## config.mk

```make
export PLATFORM = sky130hd
export DESIGN_NAME = i2c_nunchuk_target
export DESIGN_NICKNAME = d
export VERILOG_FILES = /design/src/rtl/i2c_nunchuk_target.sv
export SDC_FILE = /design/constraint.sdc
export NUM_CORES = 1
export LEC_CHECK = 0
export ABC_AREA = 1
export BUFFER_PORTS_ARGS = -buffer_cell sky130_fd_sc_hd__buf_2
export CAP_MARGIN = 20
export CORE_MARGIN = 10
export CORE_UTILIZATION = 25
export CTS_BUF_LIST = sky130_fd_sc_hd__clkbuf_2 sky130_fd_sc_hd__clkbuf_4 sky130_fd_sc_hd__clkbuf_8
export DETAILED_ROUTE_END_ITERATION = 10
export PLACE_DENSITY = 0.4
export SLEW_MARGIN = 0
export SYNTH_ARGS = -nofsm -noshare
export SYNTH_HDL_FRONTEND = slang
export SYNTH_SLANG_ARGS = --single-unit
export TNS_END_PERCENT = 1
```

## constraint.sdc

```tcl
create_clock -name clk_in -period 8.8 [get_ports clk_in]
set_clock_uncertainty 0.15 [all_clocks]
set_input_delay 0.44 -clock clk_in [delete_from_list [all_inputs] [get_ports clk_in]]
set_output_delay 0.44 -clock clk_in [all_outputs]
set_load 0.05 [all_outputs]
```

## src/rtl/i2c_nunchuk_target.sv

```systemverilog
// i2c_nunchuk_target: I2C target that emulates a Nunchuk controller at address ADDR.
// Accepts the init write and the register-pointer write, and serves a NUM_BYTES report
// on reads from a snapshot taken during the address ACK. Never stretches SCL.
// Optional feature macro: NUNCHUK_ENC_EN (legacy byte encoding of transmitted data).
module i2c_nunchuk_target #(
    parameter logic [6:0] ADDR      = 7'h52,
    parameter int         NUM_BYTES = 6,
    parameter logic [7:0] INIT_REG  = 8'h40
) (
    input  logic                   clk_in,
    input  logic                   reset,
    input  logic                   scl_i,
    input  logic                   sda_i,
    output logic                   sda_oe,
    input  logic [8*NUM_BYTES-1:0] report,
    output logic                   init_done,
    output logic                   rd_strobe,
    output logic                   busy,
    output logic [7:0]             reg_ptr
);

    typedef enum logic [2:0] {
        ST_IDLE, ST_ADDR, ST_ADDR_ACK, ST_WR_BYTE,
        ST_WR_ACK, ST_RD_BYTE, ST_RD_ACK, ST_IGNORE
    } state_t;

    logic                   scl_meta_q, scl_sync_q, scl_prev_q;
    logic                   sda_meta_q, sda_sync_q, sda_prev_q;
    logic                   scl_rise, scl_fall, start_det, stop_det;
    state_t                 state_q, state_d;
    logic [3:0]             bit_cnt_q, bit_cnt_d;
    logic [7:0]             shift_q, shift_d;
    logic                   rw_q, rw_d;
    logic                   first_q, first_d;
    logic                   sda_oe_q, sda_oe_d;
    logic                   init_done_q, init_done_d;
    logic                   rd_strobe_q, rd_strobe_d;
    logic                   busy_q, busy_d;
    logic [7:0]             reg_ptr_q, reg_ptr_d;
    logic [8*NUM_BYTES-1:0] snap_q, snap_d;
    logic [7:0]             rx_byte, tx_raw, tx_byte;
`ifdef NUNCHUK_ENC_EN
    logic                   enc_q, enc_d;
`endif

    // Two-stage synchronizers plus one history stage; snapshot register follows its _d.
    // NOTE: these flops carry no reset: the chain keeps tracking the pads through reset so
    // no false START/STOP appears when reset drops, and the snapshot is always reloaded
    // before it is read.
    always_ff @(posedge clk_in) begin
        // NOTE: non-blocking so each stage captures the previous stage's old value;
        // blocking assignments here would collapse the chain into one flop.
        scl_meta_q <= scl_i;
        scl_sync_q <= scl_meta_q;
        scl_prev_q <= scl_sync_q;
        sda_meta_q <= sda_i;
        sda_sync_q <= sda_meta_q;
        sda_prev_q <= sda_sync_q;
        snap_q     <= snap_d;
    end

    assign scl_rise  =  scl_sync_q & ~scl_prev_q;
    assign scl_fall  = ~scl_sync_q &  scl_prev_q;
    assign start_det =  scl_sync_q &  scl_prev_q &  sda_prev_q & ~sda_sync_q;
    assign stop_det  =  scl_sync_q &  scl_prev_q & ~sda_prev_q &  sda_sync_q;
    assign rx_byte   = {shift_q[6:0], sda_sync_q};

    // Select the byte to transmit at the current pointer (filler beyond the report).
    always_comb begin
        tx_raw = 8'hFF;
        for (int i = 0; i < NUM_BYTES; i++) begin
            if (reg_ptr_q == 8'(i)) tx_raw = snap_q[8*(NUM_BYTES-1-i) +: 8];
        end
`ifdef NUNCHUK_ENC_EN
        tx_byte = enc_q ? ((tx_raw ^ 8'h17) + 8'h17) : tx_raw;
`else
        tx_byte = tx_raw;
`endif
    end

    // Next-state and next-output logic for the target FSM.
    always_comb begin
        // NOTE: every _d starts from its _q, so no branch can leave it unassigned (no latch).
        state_d     = state_q;
        bit_cnt_d   = bit_cnt_q;
        shift_d     = shift_q;
        rw_d        = rw_q;
        first_d     = first_q;
        sda_oe_d    = sda_oe_q;
        init_done_d = init_done_q;
        rd_strobe_d = 1'b0;
        busy_d      = busy_q;
        reg_ptr_d   = reg_ptr_q;
        snap_d      = snap_q;
`ifdef NUNCHUK_ENC_EN
        enc_d       = enc_q;
`endif
        if (start_det) begin
            state_d   = ST_ADDR;
            bit_cnt_d = 4'd0;
            sda_oe_d  = 1'b0;
        end else if (stop_det) begin
            if (state_q == ST_RD_BYTE || state_q == ST_RD_ACK) rd_strobe_d = 1'b1;
            state_d  = ST_IDLE;
            sda_oe_d = 1'b0;
            busy_d   = 1'b0;
        end else begin
            case (state_q)
                ST_ADDR: if (scl_rise) begin
                    shift_d   = rx_byte;
                    bit_cnt_d = bit_cnt_q + 4'd1;
                    if (bit_cnt_q == 4'd7) begin
                        bit_cnt_d = 4'd0;
                        if (rx_byte[7:1] == ADDR) begin
                            state_d = ST_ADDR_ACK;
                            busy_d  = 1'b1;
                            rw_d    = rx_byte[0];
                        end else begin
                            state_d = ST_IGNORE;
                        end
                    end
                end
                // bit_cnt 0: waiting for the fall that opens the ACK slot; 1: ACK driven.
                ST_ADDR_ACK, ST_WR_ACK: if (scl_fall) begin
                    if (bit_cnt_q == 4'd0) begin
                        sda_oe_d  = 1'b1;
                        bit_cnt_d = 4'd1;
                        if (state_q == ST_ADDR_ACK && rw_q) snap_d = report;
                    end else begin
                        bit_cnt_d = 4'd0;
                        if (state_q == ST_ADDR_ACK && rw_q) begin
                            shift_d  = tx_byte;
                            sda_oe_d = ~tx_byte[7];
                            state_d  = ST_RD_BYTE;
                        end else begin
                            sda_oe_d = 1'b0;
                            state_d  = ST_WR_BYTE;
                            if (state_q == ST_ADDR_ACK) first_d = 1'b1;
                        end
                    end
                end
                ST_WR_BYTE: if (scl_rise) begin
                    shift_d   = rx_byte;
                    bit_cnt_d = bit_cnt_q + 4'd1;
                    if (bit_cnt_q == 4'd7) begin
                        bit_cnt_d = 4'd0;
                        state_d   = ST_WR_ACK;
                        if (first_q) begin
                            reg_ptr_d = rx_byte;
                            first_d   = 1'b0;
                        end else begin
                            if (reg_ptr_q == INIT_REG) begin
                                init_done_d = 1'b1;
`ifdef NUNCHUK_ENC_EN
                                if (rx_byte == 8'h00) enc_d = 1'b1;
`endif
                            end
`ifdef NUNCHUK_ENC_EN
                            if (reg_ptr_q == 8'hF0 && rx_byte == 8'h55) enc_d = 1'b0;
`endif
                            reg_ptr_d = reg_ptr_q + 8'd1;
                        end
                    end
                end
                // bit_cnt counts rising edges of the byte being sent; shift_q[7] is on the wire.
                ST_RD_BYTE: begin
                    if (scl_rise) begin
                        bit_cnt_d = bit_cnt_q + 4'd1;
                    end else if (scl_fall) begin
                        if (bit_cnt_q == 4'd8) begin
                            sda_oe_d  = 1'b0;
                            reg_ptr_d = reg_ptr_q + 8'd1;
                            bit_cnt_d = 4'd0;
                            state_d   = ST_RD_ACK;
                        end else if (bit_cnt_q != 4'd0) begin
                            shift_d  = {shift_q[6:0], 1'b0};
                            sda_oe_d = ~shift_q[6];
                        end else begin
                            sda_oe_d = ~shift_q[7];
                        end
                    end
                end
                ST_RD_ACK: if (scl_rise) begin
                    if (!sda_sync_q) begin
                        shift_d   = tx_byte;
                        bit_cnt_d = 4'd0;
                        state_d   = ST_RD_BYTE;
                    end else begin
                        rd_strobe_d = 1'b1;
                        busy_d      = 1'b0;
                        state_d     = ST_IGNORE;
                    end
                end
                default: ;
            endcase
        end
    end

    // State and registered outputs with synchronous active-high reset.
    always_ff @(posedge clk_in) begin
        if (reset) begin
            state_q     <= ST_IDLE;
            bit_cnt_q   <= 4'd0;
            shift_q     <= 8'h00;
            rw_q        <= 1'b0;
            first_q     <= 1'b0;
            sda_oe_q    <= 1'b0;
            init_done_q <= 1'b0;
            rd_strobe_q <= 1'b0;
            busy_q      <= 1'b0;
            reg_ptr_q   <= 8'h00;
`ifdef NUNCHUK_ENC_EN
            enc_q       <= 1'b0;
`endif
        end else begin
            state_q     <= state_d;
            bit_cnt_q   <= bit_cnt_d;
            shift_q     <= shift_d;
            rw_q        <= rw_d;
            first_q     <= first_d;
            sda_oe_q    <= sda_oe_d;
            init_done_q <= init_done_d;
            rd_strobe_q <= rd_strobe_d;
            busy_q      <= busy_d;
            reg_ptr_q   <= reg_ptr_d;
`ifdef NUNCHUK_ENC_EN
            enc_q       <= enc_d;
`endif
        end
    end

    assign sda_oe    = sda_oe_q;
    assign init_done = init_done_q;
    assign rd_strobe = rd_strobe_q;
    assign busy      = busy_q;
    assign reg_ptr   = reg_ptr_q;

endmodule

```

==> metrics <==
vias in the first global route=3400; Rel. slew slack=58.3%; setup TNS=0 ps; maximum VDD drop=0.0787 mV; remaining antenna violation count=0; layout cells sized above 1=22.6%; # setup viols final=0; post-synthesis sequential area ratio=52.1%; post-layout minimum cycle time=2350 ps; die area=22000 sq um; P per Cell Area=252 nW/um^2; Worst setup SP type=flip-flop; Placer Congestion=0.889; TritonCTS buffer count=9; Layout area overhead=18.8%; WL per Instance=14.7 microns; worst-case clock buffer depth=2; Synth Instances=465; syn nets=526; via count=3384; critical path required time=8660 ps; ant diodes=0; worst setup path class=flip-flop to flip-flop; Final Cycle Share=26.7%; final slew viol count=0; critical path cell sequence=inv_1 > ha_1 > nand2_1 > nor2_1 > inv_1 > nor4_2 > buf_4; chip width=148 microns; Unique masters post-synth=39; IO Port Bufs=63; Starting Density=25.7%; Sink Count=83; Nets=595; final core utilization=30.5%; Iter 0 DRT Violations=176; synth warn=0; global route overflow=0; Post-synth top flop=edfxtp_1; largest net degree at the start of global routing=49; Fmax=425 MHz; max-cap viol count=0; leakage power=2.07 nW; Slew @ Worst Pin=625 ps; Total Routed Length=11100 microns; worst skew pair latency=380 ps; first-pass GRT wire length=17800 microns; core area=16000 sq um; register bit total from synthesis=83; H-tree levels=3; Hold WC Path Type=input port to flip-flop; GRT Resource Usage Total=10.2%; RSZ-0062 raised after global routing=false; post-DP HPWL=8530 microns; CTS tree=built; # hold bufs at CTS=2; synthesized area per cell=8.84 sq um; async set-reset flop share out of synthesis=0%; worst path arrival time=2220 ps; max incr delay on CP=550 ps; postcts setup bufs=0; status=complete, no violations; slowest CP cell=buf_4; initial antenna violation count=0; IO Pins=64; Resize count post-CTS=0; post-synth top area share=35.1%; clock tree root driver cell=clkbuf_8; # rows=46; Worst setup EP type=flip-flop; top post-synthesis cells by area=edfxtp_1 (35%), dfxtp_1 (17%), nand2_1 (7.5%), a21oi_1 (6.2%), nor2_1 (4.9%); Post-Syn Area=4110 sq um; count leader, synth=nand2_1; Fin. Hold Viols=0; Synth top cells by count=nand2_1 (82), nor2_1 (54), a21oi_1 (51), inv_1 (49), edfxtp_1 (48); routed vias/inst=4.48; Worst-path clk slew=100 ps; DRC errors left=0; die height=148 microns; worst-path fanout max=48; Post-synth EDFFs=48; Crit path top cell by count=inv_1; drt first pass iters=6; post-synth top area cell=edfxtp_1
cell usage in the layout, fill, tap and decap left out, types with 10 or more instances in the layout:
| master | Yosys | layout |
|---|---|---|
| buf_2 | 2 | 63 |
| edfxtp_1 | 48 | 48 |
| nand3_1 | 15 | 15 |
| o21ai_1 | 10 | 10 |
| nor2_1 | 54 | 54 |
| o21ai_0 | 17 | 17 |
| inv_1 | 49 | 49 |
| nand2_1 | 82 | 82 |
| dfxtp_1 | 35 | 35 |
| a21oi_1 | 51 | 51 |
routing by layer:
layer / vias up / track usage, % / routed length, microns
li1: 1725 / - / -
met1: 1553 / 13.7 / 5410
met2: 90 / 14.9 / 4790
met3: 16 / 3.67 / 708
met4: 0 / 3.12 / 161
met5: - / 0 / 0
area by class of cell:
cell class | count | area (sq um)
fill | 1771 | 11100
sequential | 83 | 2140
multi-input combinational | 316 | 1700
timing repair buffer | 66 | 343
tap | 216 | 270
inverter | 58 | 223
clock buffer | 9 | 124
clock inverter | 7 | 76.3
state kept, by name, summed over array words and instances, names as in the netlist, 3 cells and up:
name,cells
snap_q,48
state_q,3
bit_cnt_q,4
reg_ptr,8
shift_q,8
kinds of logic after synthesis:
logic type / synth area share, %
and+or+nand+nor: 23.5
xor gates and xnor gates: 0.426
adders and majority gates: 2.74
buffers and inverters: 6.58
DFF: 52.1
AOI/OAI and AO/OA: 14.6
worst max-delay path, delay by kind of cell (launching register included):
kind	cells	cell delay (ps)
simple gates	3	580
fa+ha+maj	1	140
buf+inv	3	760
flops	1	340
per-stage QoR:
step                      hold WS [ps]  instance area, sq um  power [W]  setup slack [ps]  std cells
final                             78.9                  4880    0.00123              6450        755
after global routing              43.9                  4880    0.00133              6250        755
after CTS                         50.9                  4880    0.00125              6430        755
after detailed placement           187                  4660   0.000956              6440        737
after global placement             208                  4660   0.000960              6470        737
after floorplan                    160                  4110   0.000841              2580        465
where the power goes:
| part | internal, W | switching (W) | total (W) |
|---|---|---|---|
| Sequential | 0.000438 | 0.0000273 | 0.000466 |
| Clock | 0.000113 | 0.000169 | 0.000282 |
| Combinational | 0.000156 | 0.000326 | 0.000482 |
path summary, 6_finish.rpt:
path / cells past startpoint / from / end / slack [ps]
setup / recovery: 7 / bit_cnt_q[0] / snap_q[34] / 6450
hold / removal: 1 / report[44] / snap_q[44] / 80
setup reg to reg: 7 / bit_cnt_q[0] / snap_q[34] / 6450
hold reg to reg: 0 / scl_meta_q / scl_sync_q / 190
Power figures use the tool's default switching activity.
